--- src/rtl/frame_bcd_counter_if.sv ---
// Load channel for frame_bcd_counter: valid/ready handshake carrying four
// BCD digits. The master drives the request; the counter (slave) answers
// with load_ready.
interface frame_bcd_counter_if;
  logic        load_valid;
  logic [15:0] load_data;
  logic        load_ready;

  modport master (output load_valid, output load_data, input  load_ready);
  modport slave  (input  load_valid, input  load_data, output load_ready);
endinterface

--- src/rtl/frame_bcd_counter.sv ---
// Frame-synchronous four-digit BCD up/down counter.
// Detects the vsync falling edge, divides frames by FRAMES_PER_STEP and
// steps the displayed value only on frame starts so the display never
// tears. Loads are double-buffered: captured into a hold register and
// applied on the next frame start.

// One BCD digit of the counter: next value with ripple carry/borrow, plus
// the clamp used when capturing load data into the hold register.
module frame_bcd_lane #(
  parameter int VEC_W = 4
) (
  input  logic [VEC_W-1:0] cur,
  input  logic             up,
  input  logic             cin,
  input  logic [VEC_W-1:0] raw,
  output logic [VEC_W-1:0] nxt,
  output logic             cout,
  output logic [VEC_W-1:0] clamped
);
  localparam logic [VEC_W-1:0] D_MAX  = VEC_W'(9);
  localparam logic [VEC_W-1:0] D_ZERO = '0;
  localparam logic [VEC_W-1:0] D_ONE  = VEC_W'(1);

  // Ripple step: only moves when the lower digit carried/borrowed into it.
  always_comb begin
    nxt  = cur;
    cout = 1'b0;
    if (cin) begin
      if (up) begin
        if (cur >= D_MAX) begin
          nxt  = D_ZERO;
          cout = 1'b1;
        end else begin
          nxt = cur + D_ONE;
        end
      end else begin
        if (cur == D_ZERO) begin
          nxt  = D_MAX;
          cout = 1'b1;
        end else begin
          nxt = cur - D_ONE;
        end
      end
    end
  end

  // Non-BCD nibbles are saturated to 9 so the display only ever sees digits.
  assign clamped = (raw > D_MAX) ? D_MAX : raw;
endmodule

module frame_bcd_counter #(
  parameter int FRAMES_PER_STEP = 60   // legal 1..1023
) (
  input  logic                clk,
  input  logic                rst,
  input  logic                vsync,
  input  logic                en,
  input  logic                up,
  frame_bcd_counter_if.slave  load,
  output logic [15:0]         num_string,
  output logic                frame_tick,
  output logic                wrap
);
  localparam int NUM_LANES = 4;
  localparam int VEC_W     = 4;
  localparam logic [9:0] DIV_LAST = 10'(FRAMES_PER_STEP - 1);

  typedef enum logic {IDLE, PEND} state_t;

  typedef struct packed {
    logic [NUM_LANES-1:0][VEC_W-1:0] val;
    logic                            wrap;
  } step_t;

  state_t      state;
  logic        vsync_q;
  logic [9:0]  divider;
  logic [15:0] hold;
  logic        load_ready_q;
  logic        fs;
  logic        xfer;

  logic [NUM_LANES-1:0][VEC_W-1:0] cur_d;
  logic [NUM_LANES-1:0][VEC_W-1:0] raw_d;
  logic [NUM_LANES-1:0][VEC_W-1:0] nxt_d;
  logic [NUM_LANES-1:0][VEC_W-1:0] clamp_d;
  logic [NUM_LANES:0]              carry;
  step_t                           step;

  assign fs       = vsync_q & ~vsync;
  assign xfer     = load.load_valid & load_ready_q;
  assign cur_d    = num_string;
  assign raw_d    = load.load_data;
  assign carry[0] = 1'b1;

  // Digit chain: least significant lane always receives the step.
  for (genvar i = 0; i < NUM_LANES; i++) begin : g_lane
    frame_bcd_lane #(.VEC_W(VEC_W)) u_lane (
      .cur     (cur_d[i]),
      .up      (up),
      .cin     (carry[i]),
      .raw     (raw_d[i]),
      .nxt     (nxt_d[i]),
      .cout    (carry[i+1]),
      .clamped (clamp_d[i])
    );
  end

  assign step.val  = nxt_d;
  assign step.wrap = carry[NUM_LANES];

  assign load.load_ready = load_ready_q;

  // Frame-start detect, load FSM, frame divider and display update.
  always_ff @(posedge clk) begin
    if (rst) begin
      state        <= IDLE;
      vsync_q      <= 1'b1;
      divider      <= '0;
      hold         <= '0;
      load_ready_q <= 1'b1;
      num_string   <= '0;
      frame_tick   <= 1'b0;
      wrap         <= 1'b0;
    end else begin
      vsync_q    <= vsync;
      frame_tick <= fs;
      wrap       <= 1'b0;
      case (state)
        IDLE: begin
          // A load seen on a frame-start edge still waits a full frame.
          if (xfer) begin
            hold         <= clamp_d;
            load_ready_q <= 1'b0;
            state        <= PEND;
          end
          if (fs && en) begin
            if (divider == DIV_LAST) begin
              divider    <= '0;
              num_string <= step.val;
              wrap       <= step.wrap;
            end else begin
              divider <= divider + 10'd1;
            end
          end
        end
        PEND: begin
          // Applied regardless of en; this frame takes no count step.
          if (fs) begin
            num_string   <= hold;
            divider      <= '0;
            load_ready_q <= 1'b1;
            state        <= IDLE;
          end
        end
        default: state <= IDLE;
      endcase
    end
  end
endmodule
--- src/flat_wrapper.sv ---
// flat-port wrapper written by rule: the top's interface ports become plain ports
module frame_bcd_counter_flat 
#(
  parameter int FRAMES_PER_STEP = 60                   
)
  (clk, rst, vsync, en, up, num_string, frame_tick, wrap, load_load_valid, load_load_data, load_load_ready);
  frame_bcd_counter_if load_i ();
  input  logic clk;
  input  logic rst;
  input  logic vsync;
  input  logic en;
  input  logic up;
  output logic [15:0] num_string;
  output logic frame_tick;
  output logic wrap;
  input wire logic [$bits(load_i.load_valid)-1:0] load_load_valid;
  input wire logic [$bits(load_i.load_data)-1:0] load_load_data;
  output wire logic [$bits(load_i.load_ready)-1:0] load_load_ready;
  assign load_i.load_valid = load_load_valid;
  assign load_i.load_data = load_load_data;
  assign load_load_ready = load_i.load_ready;
  frame_bcd_counter #(.FRAMES_PER_STEP(FRAMES_PER_STEP)) u_core (.clk(clk), .rst(rst), .vsync(vsync), .en(en), .up(up), .load(load_i), .num_string(num_string), .frame_tick(frame_tick), .wrap(wrap));
endmodule
--- config.mk ---
export PLATFORM = sky130hd
export DESIGN_NAME = frame_bcd_counter_flat
export DESIGN_NICKNAME = d
export VERILOG_FILES = /design/src/rtl/frame_bcd_counter_if.sv /design/src/rtl/frame_bcd_counter.sv /design/src/flat_wrapper.sv
export SDC_FILE = /design/constraint.sdc
export NUM_CORES = 1
export LEC_CHECK = 0
export BUFFER_PORTS_ARGS = -buffer_cell sky130_fd_sc_hd__buf_4
export CAP_MARGIN = 10
export CORE_ASPECT_RATIO = 1.2
export CORE_MARGIN = 4
export CORE_UTILIZATION = 62
export CTS_CLUSTER_SIZE = 8
export DETAILED_ROUTE_END_ITERATION = 8
export PLACE_DENSITY_LB_ADDON = 0.3
export SKIP_CTS_REPAIR_TIMING = 1
export SYNTH_ARGS = -nofsm -noshare
export SYNTH_HDL_FRONTEND = slang
export SYNTH_SLANG_ARGS = --single-unit
export TNS_END_PERCENT = 20
--- constraint.sdc ---
create_clock -name clk -period 4.57 [get_ports clk]
set_input_delay 1.1425 -clock clk [delete_from_list [all_inputs] [get_ports clk]]
set_output_delay 1.1425 -clock clk [all_outputs]
set_load 0.02 [all_outputs]
# == Word level (Yosys, flattened, before mapping) ==
# Index checks and enable logic that the tools add are counted.
# classes
add_sub_neg,9
magnitude_cmp,8
eq_ne,8
n_mux,47
bitwise_logic,7
reduce_logical,13
# op_table
operator,count
$mux W4,19
$mux W16,3
$pmux W16 S2,1
$mux W10,3
$pmux W10 S2,1
$mux W1,18
$add A4 B1 Y4 const B,4
$ge A4 B4 Y1 const B,4
$gt A4 B4 Y1 const B,4
$logic_not A4 Y1,4
$sub A4 B1 Y4 const B,4
$reduce_and A4 Y1,3
$add A10 B1 Y10 const B,1
$eq A10 B6 Y1 const B,1
$ne A2 B2 Y1 const B,4
$ne A2 B1 Y1 const B,3
$reduce_and A2 Y1,3
$not A1 Y1,5
$reduce_or A5 Y1,1
$pmux W1 S2,2
$reduce_and A3 Y1,1
$and A1 B1 Y1,2
$logic_and A1 B1 Y1,1
# totals
regBits,47
in_bits,22
output_inout_bits,19
word_cells,103

# == Depth between registers and ports, before layout ==
# Gate-level depths: netlist of run 1.
# logic_depth
ltp_word,9
mapped_depth,7

# == By module ==
# Synthesis of run 1 repeated with hierarchy kept, for this count alone.
# hier_totals
hier_cells,396
hier_area_um2,3344.5
# by_module_without_submodules
mod,instances,cells_each,area_each_um2,seq_area_each_um2
frame_bcd_counter,1,224,2073.2,940.9
frame_bcd_lane,4,43,317.8,0.0

# == Worst setup path before layout of run 1 ==
# No wires, ideal clock.
# synth_path
path_type,input-to-reg
startpoint,in up
endpoint,reg u_core.num_string[13]
arrival_ps,2756
t_required_ps,4449
setup_slack_ps,1694
stages,6
path_buffers,1
cell_sequence,buf_6 or4b_2 o21ai_0 o221ai_4 nor2_4 mux2_2
# synth_between
elab_chain_len,5
word_cells_on_any_way,12
classes_between,eq/ne: 1; mux: 10; reduce/logical: 1
# synth_rtl
item,line,text
start: declaration,flat_wrapper.sv:12,input logic up;
$mux W1 or $mux W4 (tied branches),frame_bcd_counter.sv:29,if (up) begin
$mux W1 or $mux W4 (tied branches),frame_bcd_counter.sv:28,if (cin) begin
$mux W1 or $mux W16 (tied branches),"frame_bcd_counter.sv:28, frame_bcd_counter.sv:138",
$ne A2 B2 Y1 (no line) or $mux W16 (tied branches),-,
$reduce_and A4 Y1 (no line) or $pmux W16 S2 (tied branches),-,
end signal: assignment,frame_bcd_counter.sv:140,num_string <= step.val;
end signal: assignment,frame_bcd_counter.sv:150,num_string <= hold;
end: declaration,frame_bcd_counter.sv:60,"output logic [15:0] num_string,"
# Several ways; a longest one is shown, not always the timed one. The select of a mux whose other input is x is not followed.
# A chain may end at the register's enable or synchronous reset.

# == Worst setup path in the final report of run 1 ==
# layout_path
startpoint,reg u_core.state
endpoint,reg u_core.num_string[13]
# layout_between
elab_chain_len,3
word_cells_on_any_way,7
classes_between,eq/ne: 4; mux: 1; bitwise: 1; reduce/logical: 1
# layout_rtl
item,line,text
start: declaration,frame_bcd_counter.sv:75,state_t state;
start signal: assignment,frame_bcd_counter.sv:117,state <= IDLE;
start signal: assignment,frame_bcd_counter.sv:135,state <= PEND;
start signal: assignment,frame_bcd_counter.sv:153,state <= IDLE;
$not A1 Y1 (no line),-,
$ne A2 B1 Y1 (no line) or $ne A2 B2 Y1 (tied branches),-,
$reduce_and A4 Y1 (no line),-,
# Several ways; a longest one is shown, not always the timed one.

==> results of run 1 <==
layout by cell type, fill, tap and decap left out, types with 3 or more instances in the layout:
cell type	count
a21oi_1	23
o22ai_1	8
xor2_1	5
nor3_1	6
nor3b_1	4
o41ai_1	4
a211oi_1	6
xnor2_1	7
and3_1	5
clkbuf_8	6
nand2_1	39
o21ai_0	15
o211ai_1	6
nand3b_1	10
a311o_1	5
a311oi_1	6
inv_1	16
o211a_1	3
or2_2	3
nor2_1	47
nand3_1	13
ha_1	14
nor4b_1	3
nand2b_1	3
o21a_1	3
dfxtp_1	47
o221ai_1	4
mux2i_1	4
nor2b_1	3
buf_4	40
worst reg2reg max path, cell delays in order, from the launching register on:
cell,delay (ps)
dfxtp_1,910
inv_1,570
nor2_1,500
o221ai_4,260
nor2_4,240
mux2_2,350
state kept, by name, summed over array words and instances, names as in the netlist:
signal / flops
u_core.divider: 10
u_core.frame_tick: 1
u_core.hold: 16
u_core.load.load_ready: 1
u_core.num_string: 16
u_core.state: 1
u_core.vsync_q: 1
u_core.wrap: 1
cells by family after synthesis:
group / count (synthesis) / synth area share, %
AO/OA/AOI/OAI: 98 / 24.3
XOR/XNOR: 12 / 3.61
adder cells (fa/ha/maj): 14 / 6.02
buffers and inverters: 37 / 5.46
flip-flops: 47 / 32.3
multiplexers: 6 / 2.15
AND/OR/NAND/NOR: 148 / 26.1
where the power goes:
part / internal [mW] / total (mW) / switching [mW]
sequential: 0.427 / 0.452 / 0.0251
combinational: 0.0672 / 0.159 / 0.0913
clock: 0.124 / 0.269 / 0.146
total: 0.617 / 0.879 / 0.262
per-layer routing:
metal	GRT usage, %	vias up	wire length, um	share of wire, %
li1	-	1368	-	-
met1	29.9	1287	2980	45
met2	35.5	103	3130	47
met3	4.00	7	412	6.3
met4	6.84	0	72	1.1
met5	0	-	0	0
layout make-up:
| class | count | area share [%] |
|---|---|---|
| Tap cell | 58 | 2.21 |
| Clock buffer | 6 | 2.52 |
| Timing Repair Buffer | 40 | 9.15 |
| Clock inverter | 2 | 0.496 |
| Multi-Input combinational cell | 278 | 55.1 |
| Sequential cell | 47 | 28.7 |
| Inverter | 16 | 1.83 |
worst max-delay path by stage:
stage	from	end	slack [ps]	cells past startpoint
2_1_floorplan	up	u_core.num_string[13]	1690	6
3_3_place_gp	up	u_core.num_string[13]	1480	6
3_5_place_dp	up	u_core.num_string[13]	1430	6
4_1_cts	u_core.state	u_core.num_string[13]	1680	5
5_1_grt	u_core.state	u_core.num_string[13]	1450	5
6_report	u_core.state	u_core.num_string[13]	1640	5
==> out/summary.log, run 1 <==
[setup_path] Setup crit end kind register
[logic_synthesis] Post-Syn Area per Cell 8.04 um^2
[final_layout] synthesis-to-finish area growth 12.8%
[hold_path] startpoint of the most critical hold path u_core.hold[1]
[die] Die X 70.5 um
[die] height of the chip 83.0 um
[final_layout] final std cell area, no fill 0.00328 mm^2
[hold_path] Hold Path End u_core.hold[1]
[die] Ports 41
[sta] setup repair after global routing missed its margin false
[routing] WL per Instance 14.7 um
[final_layout] fill count 386
[logic_synthesis] distinct cell type count of the synthesized netlist 54
[final_layout] area taken by flip-flops and latches 941 um^2
[die] overall die area 0.00586 mm^2
[setup_path] crit-path leading delay family flip-flops
[setup_path] end of the worst register-to-register path u_core.num_string[13]
[sta] worst hold-check slack 464 ps
[setup_path] critical-path cell with the highest stage delay dfxtp_1
[die] CORE AREA 0.00456 mm^2
[logic_synthesis] synth warn 0
[final_layout] share of final-layout standard cells stronger than drive strength 1 16.2%
[logic_synthesis] library cell with the largest summed area after synthesis dfxtp_1
[sta] Hold Violations, Final 0
[placed_design] pre-CTS worst setup slack 1430 ps
[sta] final worst-path cycle share 64.1%
[placed_design] post-DP HPWL 4740 um
[die] site row count 27
[global_route] antenna violations before repair 0
[routing] Vias/cell 6.19
[routing] ANT nets after route 0
[power] worst-case vdd ir drop 255 uV
[logic_synthesis] sequential area share after synthesis 32.3%
[setup_path] Reg2Reg Setup Slack 1640 ps
[logic_synthesis] Synth area leaders dfxtp_1, nor2_1, ha_1, nand2_1, a21oi_1
[global_route] number of global-route vias before repair 2381
[sta] sum of negative setup slack 0 ps
[setup_path] startpoint of the worst register-to-register path u_core.state
[setup_path] Slowest Stage Delay on Critical Path 910 ps
[clock_network] insertion delay to the later sink of the worst-skew pair 310 ps
[placed_design] port buffer count 40
[logic_synthesis] cell area after synthesis 0.00291 mm^2
[logic_synthesis] Syn Inst Count 362
[flow_run] max cap viols 0
[final_layout] footprint of the multi-input gates 0.00181 mm^2
[sta] largest clock skew in the final design 5.06 ps
[logic_synthesis] EDFF count, synth 0
[placed_design] Cell Count Post-Placement 439
[outcome] outcome finished, final reports clean
[global_route] global-route wire length before repair 10900 um
[sta] post-route worst setup slack 1640 ps
[setup_path] critical path arrival 3130 ps
[clock_network] Worst-path clk slew 90 ps
[clock_network] H-tree Lvls 2
[routing] number of detailed-routing iterations run before antenna repair 5
[global_route] GRT Resource Usage Total 22.1%
[final_layout] Core Util, Final 72.0%
[global_route] maximum number of pins on one net before global-route repair 37
[sta] final max-slew violation count 0
[die] effective utilization at floorplan 63.8%
[setup_path] category of the worst setup path launch point register
[power] post-layout power 0.879 mW
[clock_network] Longest Clk Path Bufs 2
[hold_path] worst hold path cell count 2
[clock_network] TritonCTS clock tree built
[hold_path] Hold/Removal Path Class register to register
[power] power density normalized to cell area 268 mW/mm^2
[routing] drt drc 0
[clock_network] Clock Tree Root clkbuf_8
[placed_design] Post-DP Area 0.00318 mm^2
[final_layout] final cell count without fillers 447
[sta] fmax 0.341 GHz
[logic_synthesis] flip-flop and latch count after synthesis 47
[routing] overall routed net length 6590 um
[setup_path] Worst Reg2Reg Path Length in Cells 5
[sta] Tightest Pin Transition 881 ps
[sta] Setup violations, final 0
[clock_network] Num Clock Sinks 47
[global_route] residual overflow from global routing 0
[logic_synthesis] most instantiated cells after synthesis dfxtp_1, nor2_1, nand2_1, a21oi_1, inv_1
[clock_network] TritonCTS buffer count 5
[final_layout] Layout Nets 424
[logic_synthesis] Yosys top cell area share 32.3%
[routing] drt initial violations 255
[logic_synthesis] Most used DFF post-synth dfxtp_1
[setup_path] maximum fanout along the worst path 24
[setup_path] Crit path buffers/inverters 1
[logic_synthesis] share of flip-flops with an asynchronous set or reset after synthesis 0%
[sta] Period minus WS final 2930 ps
[setup_path] start-to-end type of the worst setup path register to register
[setup_path] data required time at the worst endpoint 4770 ps
[sta] Slew Limit Headroom 41.2%
[logic_synthesis] synthesized netlist net count 398
[power] static leakage 1.26 nW
[placed_design] last weighted congestion value of the routability-driven placer 0.866
[setup_path] CP Cell Sequence inv_1, nor2_1, o221ai_4, nor2_4, mux2_2
[routing] routed vias 2765
[final_layout] Antenna Cells 0
No activity file was read; power rests on OpenSTA's default activity.
==> run 2: changes to the inputs <==
- CORE_UTILIZATION: 62 -> 57
- clock period: 4.57 -> 2.79 ns (I/O delays scaled with it)
==> run 2 against run 1 <==
Against the previous run:
- power up 64%
- cell area up 1.4%
- final cell count up 2.0%
- maximum frequency up 16%
- sequential power up 62%
- highest routed layer unchanged
- combinational power up 75%
- clock-buffer cell count down 1
- worst setup slack worse by 1400 ps
- first-iteration DRC count down 23%
- largest power group unchanged
- worst hold slack worse by 3.9 ps
- non-clock buffer count up 7
- via count down 0.18%
==> out/summary.log, run 2 (synthesis gave the netlist of run 1 again) <==
[outcome] outcome finished, final reports clean
[placed_design] post-DP HPWL 5080 um [+7.1%]
[sta] Period minus WS final 2520 ps [-406 ps]
[clock_network] insertion delay to the later sink of the worst-skew pair 310 ps [about the same]
[setup_path] category of the worst setup path launch point register
[sta] largest clock skew in the final design 6.56 ps [+1.50 ps]
[routing] drt initial violations 196 [-23%]
[sta] worst hold-check slack 461 ps [-3.85 ps]
[sta] post-route worst setup slack 267 ps [-1370 ps]
[routing] number of detailed-routing iterations run before antenna repair 4 [-1]
[final_layout] fill count 427 [+11%]
[placed_design] pre-CTS worst setup slack 198 ps [-1230 ps]
[setup_path] end of the worst register-to-register path u_core.num_string[13]
[sta] fmax 0.396 GHz [+16%]
[setup_path] Setup crit end kind register
[sta] final max-slew violation count 0 [unchanged]
[sta] final worst-path cycle share 90.4% [+26 points]
[setup_path] critical-path cell with the highest stage delay or4b_2
[final_layout] area taken by flip-flops and latches 941 um^2 [unchanged]
[final_layout] registers with the highest flip-flop counts u_core.hold x16, u_core.num_string x16, u_core.divider x10
[routing] ANT nets after route 0 [unchanged]
[final_layout] synthesis-to-finish area growth 14.5%
[global_route] GRT Resource Usage Total 22.2% [+0.13 points]
[clock_network] Num Clock Sinks 47 [unchanged]
[setup_path] CP Cell Sequence inv_1, ha_1, or4b_2, o21ai_0, o221ai_4, nor2_4, mux2_2
[die] effective utilization at floorplan 58.9% [-4.9 points]
[routing] Vias/cell 6.05 [-2.2%]
[setup_path] crit-path leading delay family simple AND/OR/NAND/NOR gates
[setup_path] critical path arrival 2720 ps [-410 ps]
[setup_path] start-to-end type of the worst setup path register to register
[global_route] number of global-route vias before repair 2519 [+5.8%]
[routing] overall routed net length 6820 um [+3.5%]
[hold_path] worst hold path cell count 2 [unchanged]
[sta] Setup violations, final 0 [unchanged]
[sta] Tightest Pin Transition 600 ps [-281 ps]
[final_layout] share of final-layout standard cells stronger than drive strength 1 17.7% [+1.5 points]
[setup_path] startpoint of the worst register-to-register path u_core.num_string[1]
[setup_path] Slowest Stage Delay on Critical Path 630 ps [-280 ps]
[clock_network] TritonCTS buffer count 5 [unchanged]
[placed_design] port buffer count 40 [unchanged]
[setup_path] Crit path buffers/inverters 1 [unchanged]
[power] static leakage 1.30 nW [+2.9%]
[placed_design] last weighted congestion value of the routability-driven placer 0.840 [-3.0%]
[final_layout] Layout Nets 431 [+1.7%]
[clock_network] Clock Tree Root clkbuf_8
[clock_network] TritonCTS clock tree built
[setup_path] maximum fanout along the worst path 9 [-63%]
[die] overall die area 0.00632 mm^2 [+7.8%]
[global_route] maximum number of pins on one net before global-route repair 37 [unchanged]
[die] height of the chip 86.3 um [+3.9%]
[setup_path] Reg2Reg Setup Slack 270 ps [-1370 ps]
[die] site row count 28 [+3.7%]
[final_layout] Antenna Cells 0 [unchanged]
[power] worst-case vdd ir drop 315 uV [+23%]
[sta] setup repair after global routing missed its margin false
[hold_path] Hold/Removal Path Class register to register
[flow_run] max cap viols 0 [unchanged]
[global_route] antenna violations before repair 0 [unchanged]
[clock_network] Longest Clk Path Bufs 2 [unchanged]
[clock_network] Worst-path clk slew 90 ps [about the same]
[final_layout] footprint of the multi-input gates 0.00181 mm^2 [unchanged]
[final_layout] top library cells by usage in the layout, fill and taps aside nor2_1, buf_4, dfxtp_1
[routing] WL per Instance 15.0 um [+1.4%]
[global_route] residual overflow from global routing 0 [unchanged]
[hold_path] Hold Path End u_core.hold[13]
[routing] drt drc 0 [unchanged]
[die] Ports 41 [unchanged]
[power] power density normalized to cell area 432 mW/mm^2 [+61%]
[die] CORE AREA 0.00494 mm^2 [+8.3%]
[sta] Hold Violations, Final 0 [unchanged]
[die] Die X 73.2 um [+3.8%]
[hold_path] startpoint of the most critical hold path u_core.hold[13]
[setup_path] Worst Reg2Reg Path Length in Cells 7 [+2]
[global_route] global-route wire length before repair 11300 um [+3.4%]
[sta] Slew Limit Headroom 60.0% [+19 points]
[routing] routed vias 2760 [-0.18%]
[sta] sum of negative setup slack 0 ps [unchanged]
[clock_network] H-tree Lvls 2 [unchanged]
[setup_path] data required time at the worst endpoint 2990 ps [-1780 ps]
==> run 2: cell types whose count changed in the layout (fill, tap and decap cells not counted), sizes merged <==
cell and change:
clkbuf -1, inv +2, clkinvlp -1, buf +7
==> run 2: area by class of cell <==
type / instances / share of cell area [%]
multi-input combinational: 278 / 54.3
sequential: 47 / 28.3
timing repair buffer: 47 / 10.6
tap: 60 / 2.25
clock buffer: 5 / 2.07
inverter: 16 / 1.80
clock inverter: 3 / 0.676
==> run 2: worst max path at each step <==
stage | start | slack [ps] | cells past startpoint | endpoint
after floorplan | up | 360 | 6 | u_core.num_string[13]
after global placement | up | 280 | 6 | u_core.num_string[13]
after detailed placement | up | 200 | 6 | u_core.num_string[13]
after CTS | u_core.num_string[1] | 290 | 7 | u_core.num_string[13]
after global routing | u_core.num_string[1] | 140 | 7 | u_core.num_string[13]
final | u_core.num_string[1] | 270 | 7 | u_core.num_string[13]
==> run 2: power breakdown <==
part / total, mW / switching, mW / internal, mW
clock network: 0.427 / 0.246 / 0.182
registers: 0.732 / 0.0335 / 0.699
logic: 0.279 / 0.161 / 0.118
total: 1.44 / 0.440 / 0.998
==> run 2: worst register-to-register path: stages (launching register included) <==
cell and delay [ps]:
dfxtp_1 370, inv_1 100, ha_1 280, or4b_2 630
o21ai_0 200, o221ai_4 270, nor2_4 230, mux2_2 350
==> run 2: per-layer routing <==
layer	share of wire [%]	track usage [%]	vias to the layer above
met5	0	0	-
met4	1.9	8.05	0
met3	6.8	4.18	14
met2	46	35.2	104
met1	45	29.9	1263
li1	-	-	1379
==> run 2: through the flow <==
| stage | power, mW | std cells | area [um^2] | util, % |
|---|---|---|---|---|
| floorplan | 0.935 | 362 | 2910 | - |
| global placement | 1.02 | 448 | 3240 | 65.6 |
| detailed placement | 1.02 | 448 | 3240 | 65.6 |
| CTS | 1.45 | 456 | 3330 | 67.4 |
| global route | 1.51 | 456 | 3330 | 67.4 |
| finish | 1.44 | 456 | 3330 | 67.4 |
